## src/rtl/ped_button_conditioner.sv

```systemverilog
// Pedestrian push-button front end: synchroniser, debouncer, request FSM,
// WAIT lamp driver and saturating count of accepted presses.
// Optional build macro: WAIT_LAMP_BLINK_EN makes the WAIT lamp blink at 1 Hz
// while a request is pending. Without it, the lamp is steady on.
`timescale 1ns/1ps

module ped_button_conditioner #(
    parameter int DEBOUNCE_MS = 20,
    parameter int LOCKOUT_MS  = 5000,
    parameter int CNT_W       = 20
) (
    input  logic       clk,
    input  logic       rst,
    input  logic       button_raw,
    input  logic       ped_walk,
    output logic       button,
    output logic       wait_lamp,
    output logic [7:0] press_count
);

    localparam logic [CNT_W-1:0] DB_LAST = CNT_W'(DEBOUNCE_MS - 1);
    localparam logic [CNT_W-1:0] LO_LAST = (LOCKOUT_MS > 0) ? CNT_W'(LOCKOUT_MS - 1) : '0;

    typedef enum logic [1:0] {IDLE, REQ, SERVE, LOCKOUT} state_t;

    function automatic logic [7:0] sat_inc8(input logic [7:0] v);
        return (v == 8'hFF) ? v : v + 8'd1;
    endfunction

    logic             s1_p0, s2_p1;
    logic             db_p2, db_q_p3;
    logic [CNT_W-1:0] dcnt;
    logic             press;
    state_t           state, state_n;
    logic [CNT_W-1:0] lcnt, lcnt_n;
    logic [7:0]       count_n;

    // Stage p0/p1: two-flop synchroniser on the asynchronous contact
    always_ff @(posedge clk) begin
        if (rst) begin
            s1_p0 <= 1'b0;
            s2_p1 <= 1'b0;
        end else begin
            s1_p0 <= button_raw;
            s2_p1 <= s1_p0;
        end
    end

    // Stage p2: debounced level follows s2 only after it has differed for DEBOUNCE_MS cycles
    always_ff @(posedge clk) begin
        if (rst) begin
            db_p2 <= 1'b0;
            dcnt  <= '0;
        end else if (s2_p1 != db_p2) begin
            if (dcnt == DB_LAST) begin
                db_p2 <= s2_p1;
                dcnt  <= '0;
            end else begin
                dcnt <= dcnt + CNT_W'(1);
            end
        end else begin
            dcnt <= '0;
        end
    end

    // Stage p3: delayed debounced level for rising-edge detection
    always_ff @(posedge clk) begin
        if (rst) db_q_p3 <= 1'b0;
        else     db_q_p3 <= db_p2;
    end

    assign press = db_p2 & ~db_q_p3;

    // Request FSM state, lockout counter and press counter registers
    always_ff @(posedge clk) begin
        if (rst) begin
            state       <= IDLE;
            lcnt        <= '0;
            press_count <= 8'd0;
        end else begin
            state       <= state_n;
            lcnt        <= lcnt_n;
            press_count <= count_n;
        end
    end

    // Next-state logic; ped_walk always wins over a press in the same cycle
    always_comb begin
        state_n = state;
        lcnt_n  = '0;
        count_n = press_count;
        unique case (state)
            IDLE: begin
                if (ped_walk) begin
                    state_n = SERVE;
                end else if (press) begin
                    state_n = REQ;
                    count_n = sat_inc8(press_count);
                end
            end
            REQ: begin
                if (ped_walk) state_n = SERVE;
            end
            SERVE: begin
                if (!ped_walk) state_n = (LOCKOUT_MS == 0) ? IDLE : LOCKOUT;
            end
            LOCKOUT: begin
                lcnt_n = lcnt + CNT_W'(1);
                if (ped_walk) begin
                    state_n = SERVE;
                    lcnt_n  = '0;
                end else if (lcnt == LO_LAST) begin
                    state_n = IDLE;
                    lcnt_n  = '0;
                end
            end
            default: state_n = IDLE;
        endcase
    end

    assign button = (state == REQ);

`ifdef WAIT_LAMP_BLINK_EN
    logic [8:0] blink_cnt;
    logic       blink_lvl;

    // 1 Hz blink phase: starts lit on REQ entry, toggles every 500 cycles, clears outside REQ
    always_ff @(posedge clk) begin
        if (rst || state_n != REQ) begin
            blink_cnt <= 9'd0;
            blink_lvl <= 1'b0;
        end else if (state != REQ) begin
            blink_cnt <= 9'd0;
            blink_lvl <= 1'b1;
        end else if (blink_cnt == 9'd499) begin
            blink_cnt <= 9'd0;
            blink_lvl <= ~blink_lvl;
        end else begin
            blink_cnt <= blink_cnt + 9'd1;
        end
    end

    assign wait_lamp = (state == REQ) && blink_lvl;
`else
    assign wait_lamp = (state == REQ);
`endif

endmodule

```

## config.mk

```make
export PLATFORM = sky130hd
export DESIGN_NAME = ped_button_conditioner
export DESIGN_NICKNAME = d
export VERILOG_FILES = /design/src/rtl/ped_button_conditioner.sv
export SDC_FILE = /design/constraint.sdc
export NUM_CORES = 1
export LEC_CHECK = 0
export ABC_AREA = 0
export CAP_MARGIN = 5
export CORE_MARGIN = 8
export CORE_UTILIZATION = 30
export CTS_CLUSTER_DIAMETER = 200
export DETAILED_ROUTE_END_ITERATION = 7
export MAX_ROUTING_LAYER = met4
export SYNTH_ARGS = -nofsm -noshare
export SYNTH_HDL_FRONTEND = slang
export SYNTH_SLANG_ARGS = --single-unit
```

## constraint.sdc

```tcl
create_clock -name clk -period 1.77 [get_ports clk]
set_clock_uncertainty 0.15 [all_clocks]
set_input_delay 0.531 -clock clk [delete_from_list [all_inputs] [get_ports clk]]
set_output_delay 0.531 -clock clk [all_outputs]
set_load 0.05 [all_outputs]
```

[Yosys cells after proc, flatten, opt, wreduce, memory -nomap -nowiden]
Cells that the tools add are included.
Operators by class
  $add $sub $neg: 3
  multiply operators: 0
  order comparisons: 0
  eq/ne operators: 11
  div/mod/pow operators: 0
  bitwise operators: 6
  shift-type cells: 0
  mux-type cells: 7
  reductions and logical operators: 6
Operators with widths (count)
  adder 20 x 1 -> 20 bit (second input constant): 2
  == test 20 x 13 -> 1 bit (second input constant): 1
  == test 20 x 5 -> 1 bit (second input constant): 1
  two-way mux 2 bit: 6
  adder 8 x 1 -> 8 bit (second input constant): 1
  == test 8 bit (second input constant): 1
  one-hot mux 2 bit (4 select lines): 1
  AND reduction 4 bit: 2
  != test 3 bit (second input constant): 2
  NOT 1 bit: 5
  == test 2 bit (second input constant): 2
  != test 2 bit (second input constant): 2
  OR reduction 4 bit: 1
  OR reduction 3 bit: 1
  == test 2 x 1 -> 1 bit (second input constant): 1
  zero test 2 bit: 1
  AND reduction 2 bit: 1
  bitwise AND 1 bit: 1
  != test 1 bit: 1
Word-level totals
  latch bits: 0
  register bits: 54
  memories kept: 0
  output and inout port bits: 10
  memory bits (read-only): 0
  bits in writable memories: 0

[Longest topological paths before layout]
  word-level depth: 5
  gate-level depth with buffers: 6
  mapped depth without buffers: 5

[Worst setup path after synthesis]
OpenSTA, ideal clock, no wires.
  path type: flip-flop to flip-flop
  start point: register press_count[0]
  end point: register press_count[6]
  setup time: 0.070 ns
  stages on the path, launching flop included: 6
  period minus slack after synthesis: 2.127 ns
  slack: -0.357 ns
  arrival: 1.906 ns
  path buffers: 0
  path through: dfxtp_1 > ha_1 > and3_1 > a211o_4 > or4_1 > a21oi_1
Between the ends
  longest elaborated chain between the ends: 3
RTL lines
  start: declaration: RTL line 18  | output logic [7:0] press_count
  start signal: assignment: RTL line 83  | press_count <= count_n;
  branches (longest 3 deep; another with adder 8 x 1 -> 8 bit)
Parallel ways; which one is timed is not known.
A chain may end at the register's enable or synchronous reset.

[Final worst setup path]
  start point: register state[1]
  end point: output button
Between the ends
  longest elaborated chain between the ends: 1
RTL lines
  start: declaration: RTL line 34  | state_t state, state_n;
  start signal: assignment: RTL line 81  | state <= state_n;
  == test 2 x 1 -> 1 bit: RTL line 121  | assign button = (state == REQ);
  end: declaration: RTL line 16  | output logic button,
No other way between the ends.

==> impl_metrics.tcl <==
set metrics [dict create \
    wl_per_cell_um 12.70 \
    syn_to_final_growth_pct 47.88 \
    vias 2287 \
    syn-cell-area_um2 2477 \
    ant_nets 0 \
    crit_path_end "button" \
    p_sw_frac 0.2378 \
    status "complete, but fails checks" \
    setup_violations 6 \
    p_per_area_nw_per_um2 552.6 \
    timing.rr.start "state[0]" \
    antenna_cells 0 \
    crit_arrival_ns 1.18 \
    seq_area_frac_synth 0.4364 \
    vias_per_cell 4.856 \
    fmax_mhz 537.2 \
    leakage_uw 0.001333 \
    hold_class "flip-flop to flip-flop" \
    synth_edf_count 0 \
    place_area_um2 3302 \
    max_slew.worst_pin.slew_ns 0.3356 \
    ys.flop_type "dfxtp_1" \
    cts_hold_buf 0 \
    max_slew_margin 0.7742 \
    pwr-share-clk 0.359 \
    fin_ws_ns -0.09153 \
    dieHeight_um 106.9 \
    grt_pass1_wl_mm 9.956 \
    r2r_cells 5 \
    timing.hold.ws_ns 0.3199 \
    rows 33 \
    synth_top_family_by_area "simple AND/OR/NAND/NOR gates" \
    dieWidth_um 106.9 \
    drc 0 \
    synthesis.nets 291 \
    vdd_drop_max_mv 0.3325 \
    p_seq_frac 0.603 \
    grt_pass1_vias 2139 \
    power.net_switching_uw 481.5 \
    final.fill_count 797 \
    internal_power_uw 1543 \
    syn_inst 284 \
    htree_levels 2 \
    async_flop_share 0 \
    layout-drive-gt1-share 0.3607 \
    drtIter0Drc 99 \
    violations "negative setup slack" \
    criticalPathCategory "flip-flop to primary output" \
    drv_slew 0 \
    clk_latency_ns 0.32 \
    grt_use_total 0.1088 \
    path_max_fanout 2 \
    period_minus_slack_ns 1.862 \
    ys_warn_count 0 \
    dieArea_um2 11420 \
    start_kind "flip-flop" \
    hold_violations 0 \
    nets 372 \
    synth_compound_area_frac 0.09091 \
    cts_made_buffers 5 \
    synthAdderAreaFrac 0.01515 \
    cap_violations 0 \
    initial_core_util 0.3061 \
    final_cell_area_um2 3664 \
    grt_max_degree 19 \
    cts_buffer_depth 2 \
    finalWirelength_mm 5.982 \
    first_pass_iters 6 \
    synth_mux_area_frac 0.008586 \
    dp_hpwl_mm 4.168 \
    path_clk_slew_ns 0.11 \
    synth-seq-cells 54 \
    synthXorXnorAreaFrac 0.1025 \
    cp.required_ns 1.09 \
    period_share 1.052 \
    clkSinkCount 54 \
    p_total_uw 2025 \
    post-route-util 0.4527 \
    startpoint "state[1]" \
    syn_avg_cell_area_um2 8.723 \
    antenna_found_initial 0 \
    r2r_slack_ns -0.02 \
    grt_overflow_total 0 \
    clk_root_buffer_cell "clkbuf_8" \
    p_comb_frac 0.038 \
    synth-simple-area-share 0.3207 \
    fp.coreArea_um2 8093 \
    ys_types 48 \
    r2r-end "press_count[4]" \
    io_buffers 13 \
    tritoncts "done" \
    ios 14 \
    end_kind "primary output" \
    place.gp.congestion 0.7847 \
    rsz0062_at_grt "yes" \
]
-- worst min-delay path by stage --
stage                     endpoint  start  cells past startpoint
final                        s2_p1  s1_p0                      1
after global routing         s2_p1  s1_p0                      1
after CTS                    s2_p1  s1_p0                      1
after detailed placement     s2_p1  s1_p0                      1
after global placement       s2_p1  s1_p0                      1
after floorplan              s2_p1  s1_p0                      1
-- synthesized netlist by cell type (2+ instances only) --
| cell type | n | area (um^2) |
|---|---|---|
| dfxtp_1 | 54 | 1081 |
| nor2_1 | 46 | 172.7 |
| xnor2_1 | 24 | 210.2 |
| nand2_1 | 17 | 63.81 |
| nand3_1 | 17 | 85.08 |
| nor4_1 | 13 | 81.33 |
| a21oi_1 | 11 | 55.05 |
| o21ai_0 | 10 | 50.05 |
| nor3_1 | 9 | 45.04 |
| nand4_1 | 8 | 50.05 |
| and3_1 | 7 | 43.79 |
| inv_1 | 7 | 26.28 |
| or3_1 | 6 | 37.54 |
| xor2_1 | 5 | 43.79 |
| nor2b_1 | 4 | 25.02 |
| clkbuf_1 | 3 | 11.26 |
| ha_1 | 3 | 37.54 |
| nand4b_1 | 3 | 26.28 |
| and2_1 | 2 | 12.51 |
| and4_1 | 2 | 17.52 |
| buf_2 | 2 | 10.01 |
| nand2b_1 | 2 | 12.51 |
| nor4_2 | 2 | 25.02 |
| o2111a_1 | 2 | 22.52 |
| o21ai_1 | 2 | 10.01 |
-- routing by layer --
layer	global-route usage	share of wire
met1	0.1354	0.48
met2	0.1683	0.48
met3	0.01920	0.023
met4	0.04925	0.015
met5	-	0
-- cell type report --
cell class / count / area, um^2 / share of cell area
well taps: 105 / 131.4 / 0.03586
flip-flops and latches: 54 / 1101 / 0.3005
inverters: 7 / 26.28 / 0.007172
repair buffers: 82 / 797.0 / 0.2176
multi-input cells: 215 / 1516 / 0.4139
clock inverters: 3 / 22.52 / 0.006148
clock buffers: 5 / 68.82 / 0.01878
-- placed cells by master, fill, tap and decap left out, types with 7 or more instances in the layout --
cell type	synthesis	final
buf_4	1	61
dfxtp_2	0	10
xnor2_1	24	24
nand3_1	17	16
nor2_1	46	45
inv_1	7	7
nand4_1	8	8
nor3_1	9	8
buf_12	0	12
nor4_1	13	10
nand2_1	17	16
buf_6	0	7
a21oi_1	11	9
dfxtp_1	54	42
-- flip-flops by register name, indices dropped and copies added (netlist names) --
signal and flops:
lcnt 20, s2_p1 1, s1_p0 1, press_count 8, db_p2 1, state 2, db_q_p3 1, dcnt 20
-- worst max-delay path: stages, from the launching register on --
cell and delay (ns):
dfxtp_2 0.34, buf_6 0.10, and2b_2 0.27, buf_12 0.15
-- power by group through the flow --
stage	sequential (uW)	clock [uW]	combinational, uW
after floorplan	1250	0	29.7
after global placement	1250	0	65.7
after detailed placement	1250	0	66.7
after CTS	1220	750	71.9
after global routing	1220	793	82.6
final	1220	728	76.1
-- kinds of logic (layout without fill, tap and decap cells) --
group	after synthesis	in the layout
buf+inv	15	97
fa+ha+maj	3	3
flops	54	54
compound gates	34	34
mux	2	2
xor+xnor	29	29
simple gates	147	147
-- through the flow --
stage / cells / TNS (ns) / setup slack (ns)
6_report: 471 / -0.2596 / -0.09153
5_1_grt: 471 / -0.5911 / -0.1322
4_1_cts: 468 / -0.4233 / -0.1035
3_5_place_dp: 453 / -12.92 / -0.6094
3_3_place_gp: 453 / -11.64 / -0.5917
2_1_floorplan: 284 / -0.2434 / -0.1266
-- what timing repair did --
| item | 4_1_cts | 5_1_grt |
|---|---|---|
| endpoints found under the setup margin | 27 | 36 |
| pin swaps | 7 | 14 |
| resized for setup | 14 | 35 |
| setup buffers | 7 | 4 |
No activity file was read; power rests on OpenSTA's default activity.
